### src/rtl/cpu_types_pkg.sv
// Shared CPU pipeline types.
// pipe_state_t : per-latch control (enable, stall/hold, flush/bubble).
// hz_state_t   : hazard controller FSM state.
// load_use_hazard() : true when a load in EX writes a register read in DEC.
package cpu_types_pkg;

  localparam int unsigned RegAddrW = 5;

  typedef enum logic [1:0] {
    PIPE_ENABLE = 2'd0,
    PIPE_STALL  = 2'd1,
    PIPE_FLUSH  = 2'd2
  } pipe_state_t;

  typedef enum logic [1:0] {
    HZ_RUN    = 2'd0,
    HZ_DRAIN  = 2'd1,
    HZ_HALTED = 2'd2
  } hz_state_t;

  // r0 is hardwired zero, so a load targeting it never creates a dependency.
  function automatic logic load_use_hazard(input logic                ld,
                                           input logic [RegAddrW-1:0] wsel,
                                           input logic [RegAddrW-1:0] rs,
                                           input logic [RegAddrW-1:0] rt);
    return ld && (wsel != '0) && ((wsel == rs) || (wsel == rt));
  endfunction

endpackage

### src/rtl/pipeline_hazard_ctrl_if.sv
// Signal bundle between the pipeline datapath and the hazard controller.
// master : datapath side, drives hazard sources, receives latch controls.
// slave  : hazard controller, receives hazard sources, drives latch controls,
//          PC enable, halt/watchdog flags and statistics counters.
interface pipeline_hazard_ctrl_if
  import cpu_types_pkg::*;
#(
  parameter int unsigned CNT_W = 32
) ();

  logic                ihit;
  logic                dhit;
  logic                dREN_mem;
  logic                dWEN_mem;
  logic                dREN_ex;
  logic [RegAddrW-1:0] regWSEL_ex;
  logic [RegAddrW-1:0] rs_dec;
  logic [RegAddrW-1:0] rt_dec;
  logic                redirect_mem;
  logic                halt_mem;
  logic                halt_wb;

  pipe_state_t         fd_state;
  pipe_state_t         de_state;
  pipe_state_t         em_state;
  pipe_state_t         mw_state;
  logic                pc_en;
  logic                halted;
  logic                stall_timeout;
  logic [CNT_W-1:0]    stall_cnt;
  logic [CNT_W-1:0]    flush_cnt;

  modport master (
    output ihit, dhit, dREN_mem, dWEN_mem, dREN_ex, regWSEL_ex, rs_dec, rt_dec,
           redirect_mem, halt_mem, halt_wb,
    input  fd_state, de_state, em_state, mw_state, pc_en, halted, stall_timeout,
           stall_cnt, flush_cnt
  );

  modport slave (
    input  ihit, dhit, dREN_mem, dWEN_mem, dREN_ex, regWSEL_ex, rs_dec, rt_dec,
           redirect_mem, halt_mem, halt_wb,
    output fd_state, de_state, em_state, mw_state, pc_en, halted, stall_timeout,
           stall_cnt, flush_cnt
  );

endinterface

### src/rtl/pipeline_hazard_ctrl_sat_counter.sv
// Saturating up-counter with synchronous active-high reset.
// clk_i : clock           rst_i : synchronous reset (highest priority)
// clr_i : clear to zero   inc_i : increment (holds at all-ones)
// cnt_o : current count
module sat_counter #(
  parameter int unsigned Width = 8
) (
  input  logic             clk_i,
  input  logic             rst_i,
  input  logic             clr_i,
  input  logic             inc_i,
  output logic [Width-1:0] cnt_o
);

  logic [Width-1:0] cnt_q, cnt_d;

  always_comb begin
    cnt_d = cnt_q;
    if (clr_i) begin
      cnt_d = '0;
    end else if (inc_i && (cnt_q != '1)) begin
      cnt_d = cnt_q + Width'(1);
    end
  end

  always_ff @(posedge clk_i) begin
    if (rst_i) begin
      cnt_q <= '0;
    end else begin
      cnt_q <= cnt_d;
    end
  end

  assign cnt_o = cnt_q;

endmodule

### src/rtl/pipeline_hazard_ctrl.sv
// Hazard controller for a 5-stage pipeline.
// Drives the fd/de/em/mw latch controls and the PC enable from the FSM state
// and the current hazard inputs (combinational, zero latency). Handles memory
// waits, MEM-stage redirects, load-use stalls, halt drain, and keeps
// saturating stall/flush statistics plus a sticky memory-wait watchdog.
// CLK : clock          RST : synchronous active-high reset
// hz  : slave side of pipeline_hazard_ctrl_if (all other signals)
module pipeline_hazard_ctrl
  import cpu_types_pkg::*;
#(
  parameter int unsigned CNT_W       = 32,
  parameter int unsigned STALL_LIMIT = 1024
) (
  input logic                   CLK,
  input logic                   RST,
  pipeline_hazard_ctrl_if.slave hz
);

  localparam int unsigned WaitW = $clog2(STALL_LIMIT + 1);

  hz_state_t        state_q, state_d;
  logic             timeout_q, timeout_d;
  logic             dwait, loaduse;
  logic             stall_ev, flush_ev, dwait_ev;
  logic [WaitW-1:0] wait_cnt;
  pipe_state_t      fd_st, de_st, em_st, mw_st;
  logic             pc_en;

  assign dwait   = (hz.dREN_mem | hz.dWEN_mem) & ~hz.dhit;
  assign loaduse = load_use_hazard(hz.dREN_ex, hz.regWSEL_ex, hz.rs_dec, hz.rt_dec);

  always_comb begin
    state_d  = state_q;
    fd_st    = PIPE_ENABLE;
    de_st    = PIPE_ENABLE;
    em_st    = PIPE_ENABLE;
    mw_st    = PIPE_ENABLE;
    pc_en    = 1'b0;
    stall_ev = 1'b0;
    flush_ev = 1'b0;
    dwait_ev = 1'b0;
    if (RST) begin
      fd_st = PIPE_FLUSH;
      de_st = PIPE_FLUSH;
      em_st = PIPE_FLUSH;
      mw_st = PIPE_FLUSH;
    end else begin
      case (state_q)
        HZ_RUN: begin
          if (dwait) begin
            // Freeze everything upstream of MEM; bubble into WB.
            fd_st    = PIPE_STALL;
            de_st    = PIPE_STALL;
            em_st    = PIPE_STALL;
            mw_st    = PIPE_FLUSH;
            stall_ev = 1'b1;
            dwait_ev = 1'b1;
          end else if (hz.redirect_mem) begin
            // PC takes the target even if the current fetch is incomplete.
            fd_st    = PIPE_FLUSH;
            de_st    = PIPE_FLUSH;
            em_st    = PIPE_FLUSH;
            pc_en    = 1'b1;
            flush_ev = 1'b1;
          end else if (hz.halt_mem) begin
            fd_st   = PIPE_FLUSH;
            de_st   = PIPE_FLUSH;
            em_st   = PIPE_FLUSH;
            state_d = HZ_DRAIN;
          end else if (loaduse) begin
            // Takes precedence over !ihit: holding fd keeps the pending fetch.
            fd_st    = PIPE_STALL;
            de_st    = PIPE_FLUSH;
            stall_ev = 1'b1;
          end else if (!hz.ihit) begin
            fd_st    = PIPE_FLUSH;
            stall_ev = 1'b1;
          end else begin
            pc_en = 1'b1;
          end
        end
        HZ_DRAIN: begin
          fd_st = PIPE_FLUSH;
          de_st = PIPE_FLUSH;
          em_st = PIPE_FLUSH;
          if (hz.halt_wb) begin
            state_d = HZ_HALTED;
          end
        end
        HZ_HALTED: begin
          fd_st = PIPE_STALL;
          de_st = PIPE_STALL;
          em_st = PIPE_STALL;
          mw_st = PIPE_STALL;
        end
        default: begin
          state_d = HZ_RUN;
        end
      endcase
    end
  end

  // Sets on the dwait cycle that brings the consecutive count up to the limit.
  assign timeout_d = timeout_q |
                     (dwait_ev && ((32'(wait_cnt) + 32'd1) >= STALL_LIMIT));

  always_ff @(posedge CLK) begin
    if (RST) begin
      state_q   <= HZ_RUN;
      timeout_q <= 1'b0;
    end else begin
      state_q   <= state_d;
      timeout_q <= timeout_d;
    end
  end

  sat_counter #(
    .Width (CNT_W)
  ) u_stall_cnt (
    .clk_i (CLK),
    .rst_i (RST),
    .clr_i (1'b0),
    .inc_i (stall_ev),
    .cnt_o (hz.stall_cnt)
  );

  sat_counter #(
    .Width (CNT_W)
  ) u_flush_cnt (
    .clk_i (CLK),
    .rst_i (RST),
    .clr_i (1'b0),
    .inc_i (flush_ev),
    .cnt_o (hz.flush_cnt)
  );

  sat_counter #(
    .Width (WaitW)
  ) u_wait_cnt (
    .clk_i (CLK),
    .rst_i (RST),
    .clr_i (~dwait_ev),
    .inc_i (dwait_ev),
    .cnt_o (wait_cnt)
  );

  assign hz.fd_state      = fd_st;
  assign hz.de_state      = de_st;
  assign hz.em_state      = em_st;
  assign hz.mw_state      = mw_st;
  assign hz.pc_en         = pc_en;
  assign hz.halted        = (state_q == HZ_HALTED) & ~RST;
  assign hz.stall_timeout = timeout_q & ~RST;

endmodule

### src/flat_wrapper.sv
// flat-port wrapper written by rule: the top's interface ports become plain ports
module pipeline_hazard_ctrl_flat import cpu_types_pkg::*;
#(
  parameter int unsigned CNT_W       = 32,
  parameter int unsigned STALL_LIMIT = 1024
)
  (CLK, RST, hz_ihit, hz_dhit, hz_dREN_mem, hz_dWEN_mem, hz_dREN_ex, hz_regWSEL_ex, hz_rs_dec, hz_rt_dec, hz_redirect_mem, hz_halt_mem, hz_halt_wb, hz_fd_state, hz_de_state, hz_em_state, hz_mw_state, hz_pc_en, hz_halted, hz_stall_timeout, hz_stall_cnt, hz_flush_cnt);
  pipeline_hazard_ctrl_if #(.CNT_W(CNT_W)) hz_i ();
  input logic CLK;
  input logic RST;
  input wire logic [$bits(hz_i.ihit)-1:0] hz_ihit;
  input wire logic [$bits(hz_i.dhit)-1:0] hz_dhit;
  input wire logic [$bits(hz_i.dREN_mem)-1:0] hz_dREN_mem;
  input wire logic [$bits(hz_i.dWEN_mem)-1:0] hz_dWEN_mem;
  input wire logic [$bits(hz_i.dREN_ex)-1:0] hz_dREN_ex;
  input wire logic [$bits(hz_i.regWSEL_ex)-1:0] hz_regWSEL_ex;
  input wire logic [$bits(hz_i.rs_dec)-1:0] hz_rs_dec;
  input wire logic [$bits(hz_i.rt_dec)-1:0] hz_rt_dec;
  input wire logic [$bits(hz_i.redirect_mem)-1:0] hz_redirect_mem;
  input wire logic [$bits(hz_i.halt_mem)-1:0] hz_halt_mem;
  input wire logic [$bits(hz_i.halt_wb)-1:0] hz_halt_wb;
  output wire logic [$bits(hz_i.fd_state)-1:0] hz_fd_state;
  output wire logic [$bits(hz_i.de_state)-1:0] hz_de_state;
  output wire logic [$bits(hz_i.em_state)-1:0] hz_em_state;
  output wire logic [$bits(hz_i.mw_state)-1:0] hz_mw_state;
  output wire logic [$bits(hz_i.pc_en)-1:0] hz_pc_en;
  output wire logic [$bits(hz_i.halted)-1:0] hz_halted;
  output wire logic [$bits(hz_i.stall_timeout)-1:0] hz_stall_timeout;
  output wire logic [$bits(hz_i.stall_cnt)-1:0] hz_stall_cnt;
  output wire logic [$bits(hz_i.flush_cnt)-1:0] hz_flush_cnt;
  assign hz_i.ihit = hz_ihit;
  assign hz_i.dhit = hz_dhit;
  assign hz_i.dREN_mem = hz_dREN_mem;
  assign hz_i.dWEN_mem = hz_dWEN_mem;
  assign hz_i.dREN_ex = hz_dREN_ex;
  assign hz_i.regWSEL_ex = hz_regWSEL_ex;
  assign hz_i.rs_dec = hz_rs_dec;
  assign hz_i.rt_dec = hz_rt_dec;
  assign hz_i.redirect_mem = hz_redirect_mem;
  assign hz_i.halt_mem = hz_halt_mem;
  assign hz_i.halt_wb = hz_halt_wb;
  assign hz_fd_state = hz_i.fd_state;
  assign hz_de_state = hz_i.de_state;
  assign hz_em_state = hz_i.em_state;
  assign hz_mw_state = hz_i.mw_state;
  assign hz_pc_en = hz_i.pc_en;
  assign hz_halted = hz_i.halted;
  assign hz_stall_timeout = hz_i.stall_timeout;
  assign hz_stall_cnt = hz_i.stall_cnt;
  assign hz_flush_cnt = hz_i.flush_cnt;
  pipeline_hazard_ctrl #(.CNT_W(CNT_W), .STALL_LIMIT(STALL_LIMIT)) u_core (.CLK(CLK), .RST(RST), .hz(hz_i));
endmodule
### config.mk
export PLATFORM = sky130hd
export DESIGN_NAME = pipeline_hazard_ctrl_flat
export DESIGN_NICKNAME = d
export VERILOG_FILES = /design/src/rtl/cpu_types_pkg.sv /design/src/rtl/pipeline_hazard_ctrl_if.sv /design/src/rtl/pipeline_hazard_ctrl_sat_counter.sv /design/src/rtl/pipeline_hazard_ctrl.sv /design/src/flat_wrapper.sv
export SDC_FILE = /design/constraint.sdc
export NUM_CORES = 1
export LEC_CHECK = 0
export BUFFER_PORTS_ARGS = -buffer_cell sky130_fd_sc_hd__buf_2
export CAP_MARGIN = 10
export CORE_UTILIZATION = 40
export CTS_CLUSTER_SIZE = 25
export DETAILED_ROUTE_END_ITERATION = 8
export HOLD_SLACK_MARGIN = 0.12
export PLACE_DENSITY = 0.63
export SYNTH_ARGS = -nofsm -noshare
export SYNTH_HDL_FRONTEND = slang
export SYNTH_SLANG_ARGS = --single-unit
### constraint.sdc
create_clock -name CLK -period 3.71 [get_ports CLK]
set_clock_uncertainty 0.05 [all_clocks]
set_input_delay 0 -clock CLK [delete_from_list [all_inputs] [get_ports CLK]]
set_output_delay 0 -clock CLK [all_outputs]
set_load 0.05 [all_outputs]
==> run summary <==
The overall die height was 101.5 um; the storage element area was 1562 um^2. Adding up every negative setup slack in the final design gives 0 ns. The total placed cells including tap cells was 682; the placeable core region was 9415 um^2.

The total net switching power came out at 418.9 uW. Summing every instance area after synthesis gives 3958 um^2. The async set or reset register ratio after synthesis works out to 0. The via count of the first global-routing pass was 3369. The category of the critical setup timing path is reg -> reg.

The max-cap violation count came out at 0. The first global-routing pass estimated 15730 um of wire. The internal power of the cells was 1162 uW; the combinational share of power was 0.084. Counting instances, the worst hold path has a depth of 4.

The logs give 9 for the number of clock buffers inserted by TritonCTS and 77 for the largest net degree at the start of global routing. TritonCTS built the clock tree. The logs give 0.3703 for the worst slew slack as a fraction of its limit and 3 for the hold-fix buffer count after cts. The tools report the worst min-delay path endpoint as u_core.u_wait_cnt.cnt_o[3]. The congestion estimate from routability-driven global placement came to 0.8019. The number of cells produced by synthesis came out at 472. The startpoint of the tightest hold check path is RST.

For this block, the routed nets add up to 9338 um of wire. Fraction of power consumed by sequential logic: 0.535. The fraction of power spent switching nets is 0.2650. STA classifies the critical path endpoint as a register.

In the post-route analysis, the smallest setup slack over all paths is 1.205 ns. Setup violations remaining at the end of the flow were counted as 0. The number of standard-cell rows in the floorplan is 35. The portion of the clock cycle consumed by the worst path in the final layout was 0.6752; the detail-routed net length per standard cell was 13.32 um. The tools report the buffer cell driving the clock tree root as sky130_fd_sc_hd__clkbuf_8. Endpoint arrival time on the critical path: 2.70 ns. The count of buffers from port buffering works out to 99. Synthesis inferred 78 register bits. The setup slack of the most critical reg-to-reg path is 1.20 ns, and the number of distinct library cells after synthesis is 51. The tools report the worst ir drop on vdd as 0.0001469 V. Setup repair after global routing left no endpoint under its margin.

The first-iteration detailed-routing DRC count is 153. The count of flip-flops with a built-in enable after synthesis was 0; the clock period minus final worst setup slack was 2.505 ns. Yosys instantiated no cell more often than sky130_fd_sc_hd__nor2_1.

The run gives 1.240 ns as the minimum setup slack after placement. Once the clock tree was built, the resizer swapped 0 gates to a different size. The run finished with clean final reports. The logs give 2260 um^2 for the area of the multi-input gates and 4 for the number of search-and-repair iterations in the first detailed-routing pass. The run gives 0 as the total count of max-transition violations in the final report.

Yosys attributes the largest share of cell area to sky130_fd_sc_hd__dfxtp_1 39%, sky130_fd_sc_hd__xnor2_1 10%, sky130_fd_sc_hd__nor2_1 7.8%, sky130_fd_sc_hd__xor2_1 4.6%, sky130_fd_sc_hd__nand4_1 3.3%. For the later-pin clock latency in the skew report, the log shows 0.35 ns. The share of post-route cells with drive strength above 1 works out to 0.2325. The starting utilization of the core area was 0.4203. The post-synth net total came out at 500. For the number of setup buffers added after CTS, the log shows 0. The remaining number of nets flagged by the antenna check after routing was 0; the number of warnings reported in the yosys synthesis log was 0. In this run the worst path has a maximum fanout of 19. Across all layers, the routed design uses 3611 vias. For this run, design rule violations remaining after detail routing come to 0. The overall fraction of global-route tracks in use came out at 0.1911. Summed over all instances, the cell type with the most area after synthesis is sky130_fd_sc_hd__dfxtp_1. Among all flip-flop cells after synthesis, the most frequent one is sky130_fd_sc_hd__dfxtp_1. For this design the static power due to leakage is 0.001836 uW.

The power per cell area works out to 333.3 nW/um^2. The number of fillers in the final layout is 951. For the worst setup path, the data required time is 3.90 ns.

The count of cells in the finished layout, fillers not included, comes to 701. The detail-routed via count per cell came out at 5.151. The run gives 0.381 as the clock network fraction of design power. The post-layout net count was 595; the clock-pin transition on the worst setup and hold timing paths was 0.08 ns.

Once detailed placement completed, the half-perimeter wirelength came to 6727 um. Timing would allow up to 399.2 MHz. The run gives 0.3946 as the sequential element share of the synthesized area.

Dividing the synthesized area by the synthesized cell count gives 8.385 um^2. Ranked by instance count, the synthesized netlist is headed by 82 x sky130_fd_sc_hd__nor2_1, 78 x sky130_fd_sc_hd__dfxtp_1, 47 x sky130_fd_sc_hd__xnor2_1. After global routing the overflow that remains totals 0.

The post-synthesis to final-layout area growth is 19.85%, and the initial antenna violation count is 0. The run gives 0 as the count of antenna diodes in the layout. In this run the critical register-to-register path is launched from u_core.u_stall_cnt.cnt_o[21]. The worst hold path belongs to the class in -> reg. In this run the critical register-to-register path is captured at u_core.u_stall_cnt.cnt_o[16].

Number of failing hold endpoints at the final stage: 0. The top-area cell type share of the netlist area came out at 0.3946. For the pin with the worst max-slew slack, the measured transition is 0.9360 ns. The width of the die was 101.5 um; the number of buffers on the longest clock path was 2.

The count of boundary I/O pins is 100, and the die area is 10300 um^2. The tools report the critical path startpoint category as a register. The run gives 78 as the count of clock tree sinks. The H-tree level count is 3, and the depth of the worst register-to-register path is 6.
[final cells by class]
cell class / instances / area share
clock buffer: 11 / 0.03192
clock inverter: 5 / 0.006595
inverter: 10 / 0.007913
timing repair buffer: 104 / 0.1140
tap: 129 / 0.03403
multi-input combinational: 364 / 0.4764
sequential: 78 / 0.3292
[logic make-up after synthesis]
group / after synthesis / synth area share
AND/OR/NAND/NOR: 246 / 0.3279
flip-flops: 78 / 0.3946
XOR/XNOR: 68 / 0.1505
AO/OA/AOI/OAI: 44 / 0.07525
buffers and inverters: 30 / 0.03446
multiplexers: 3 / 0.007904
adder cells (fa/ha/maj): 3 / 0.009486
[critical path, stage by stage (launching register included)]
cell,delay (ns)
sky130_fd_sc_hd__dfxtp_1,0.41
sky130_fd_sc_hd__nand4_1,0.28
sky130_fd_sc_hd__nor3_1,0.40
sky130_fd_sc_hd__and3_1,0.69
sky130_fd_sc_hd__nor3_4,0.11
sky130_fd_sc_hd__nand4_1,0.13
sky130_fd_sc_hd__mux2_2,0.33
[registers in the layout (all words and copies together) (netlist names)]
name,cells
u_core.timeout_q,1
u_core.state_q,2
u_core.u_stall_cnt.cnt_o,32
u_core.u_flush_cnt.cnt_o,32
u_core.u_wait_cnt.cnt_o,11
[per-stage QoR]
stage / total power, uW / cell area [um^2] / hold WS [ns] / util
floorplan: 958.4 / 3958 / 0.09045 / -
global placement: 995.3 / 4531 / 0.2134 / 0.4812
detailed placement: 997.1 / 4531 / 0.2326 / 0.4812
CTS: 1605 / 4743 / 0.1851 / 0.5038
global route: 1651 / 4743 / 0.2375 / 0.5038
finish: 1581 / 4743 / 0.2032 / 0.5038
[placed cells by master, fill, tap and decap left out, types with 5 or more instances in the layout]
master and count:
sky130_fd_sc_hd__buf_2 99, sky130_fd_sc_hd__nor2_1 82, sky130_fd_sc_hd__dfxtp_1 78, sky130_fd_sc_hd__xnor2_1 47, sky130_fd_sc_hd__nand2_1 28, sky130_fd_sc_hd__nor3_1 26
sky130_fd_sc_hd__nand3_1 24, sky130_fd_sc_hd__nand4_1 21, sky130_fd_sc_hd__xor2_1 21, sky130_fd_sc_hd__and3_1 13, sky130_fd_sc_hd__a21oi_1 11, sky130_fd_sc_hd__clkbuf_8 11
sky130_fd_sc_hd__inv_1 10, sky130_fd_sc_hd__o21ai_0 10, sky130_fd_sc_hd__and4_1 9, sky130_fd_sc_hd__nor4_1 8, sky130_fd_sc_hd__or3_1 7, sky130_fd_sc_hd__nor2b_1 5
sky130_fd_sc_hd__a31oi_1 5, sky130_fd_sc_hd__nor4b_1 5
[routing by layer]
metal / part of all wire / global-route usage / vias to the layer above
met2: 0.46 / 0.3124 / 85
met1: 0.48 / 0.2531 / 1675
met3: 0.047 / 0.04141 / 9
li1: - / - / 1842
met5: 0 / 0 / -
met4: 0.012 / 0.05686 / 0
[how the worst max path moves through the flow]
stage | start | end | cells past startpoint
6_report | u_core.u_stall_cnt.cnt_o[21] | u_core.u_stall_cnt.cnt_o[16] | 6
5_1_grt | u_core.u_stall_cnt.cnt_o[20] | u_core.u_stall_cnt.cnt_o[16] | 6
4_1_cts | u_core.u_stall_cnt.cnt_o[21] | u_core.u_stall_cnt.cnt_o[16] | 6
3_5_place_dp | u_core.u_stall_cnt.cnt_o[21] | u_core.u_stall_cnt.cnt_o[16] | 6
3_3_place_gp | u_core.u_stall_cnt.cnt_o[21] | u_core.u_stall_cnt.cnt_o[16] | 6
2_1_floorplan | hz_regWSEL_ex[0] | hz_pc_en | 5
[power groups by stage]
| stage | clock network, uW | logic (uW) | registers (uW) |
|---|---|---|---|
| 2_1_floorplan | 0 | 88.3 | 870 |
| 3_3_place_gp | 0 | 130 | 866 |
| 3_5_place_dp | 0 | 131 | 866 |
| 4_1_cts | 624 | 135 | 846 |
| 5_1_grt | 659 | 145 | 847 |
| 6_report | 602 | 133 | 846 |
Note: power is estimated with default switching activity, not from simulation.
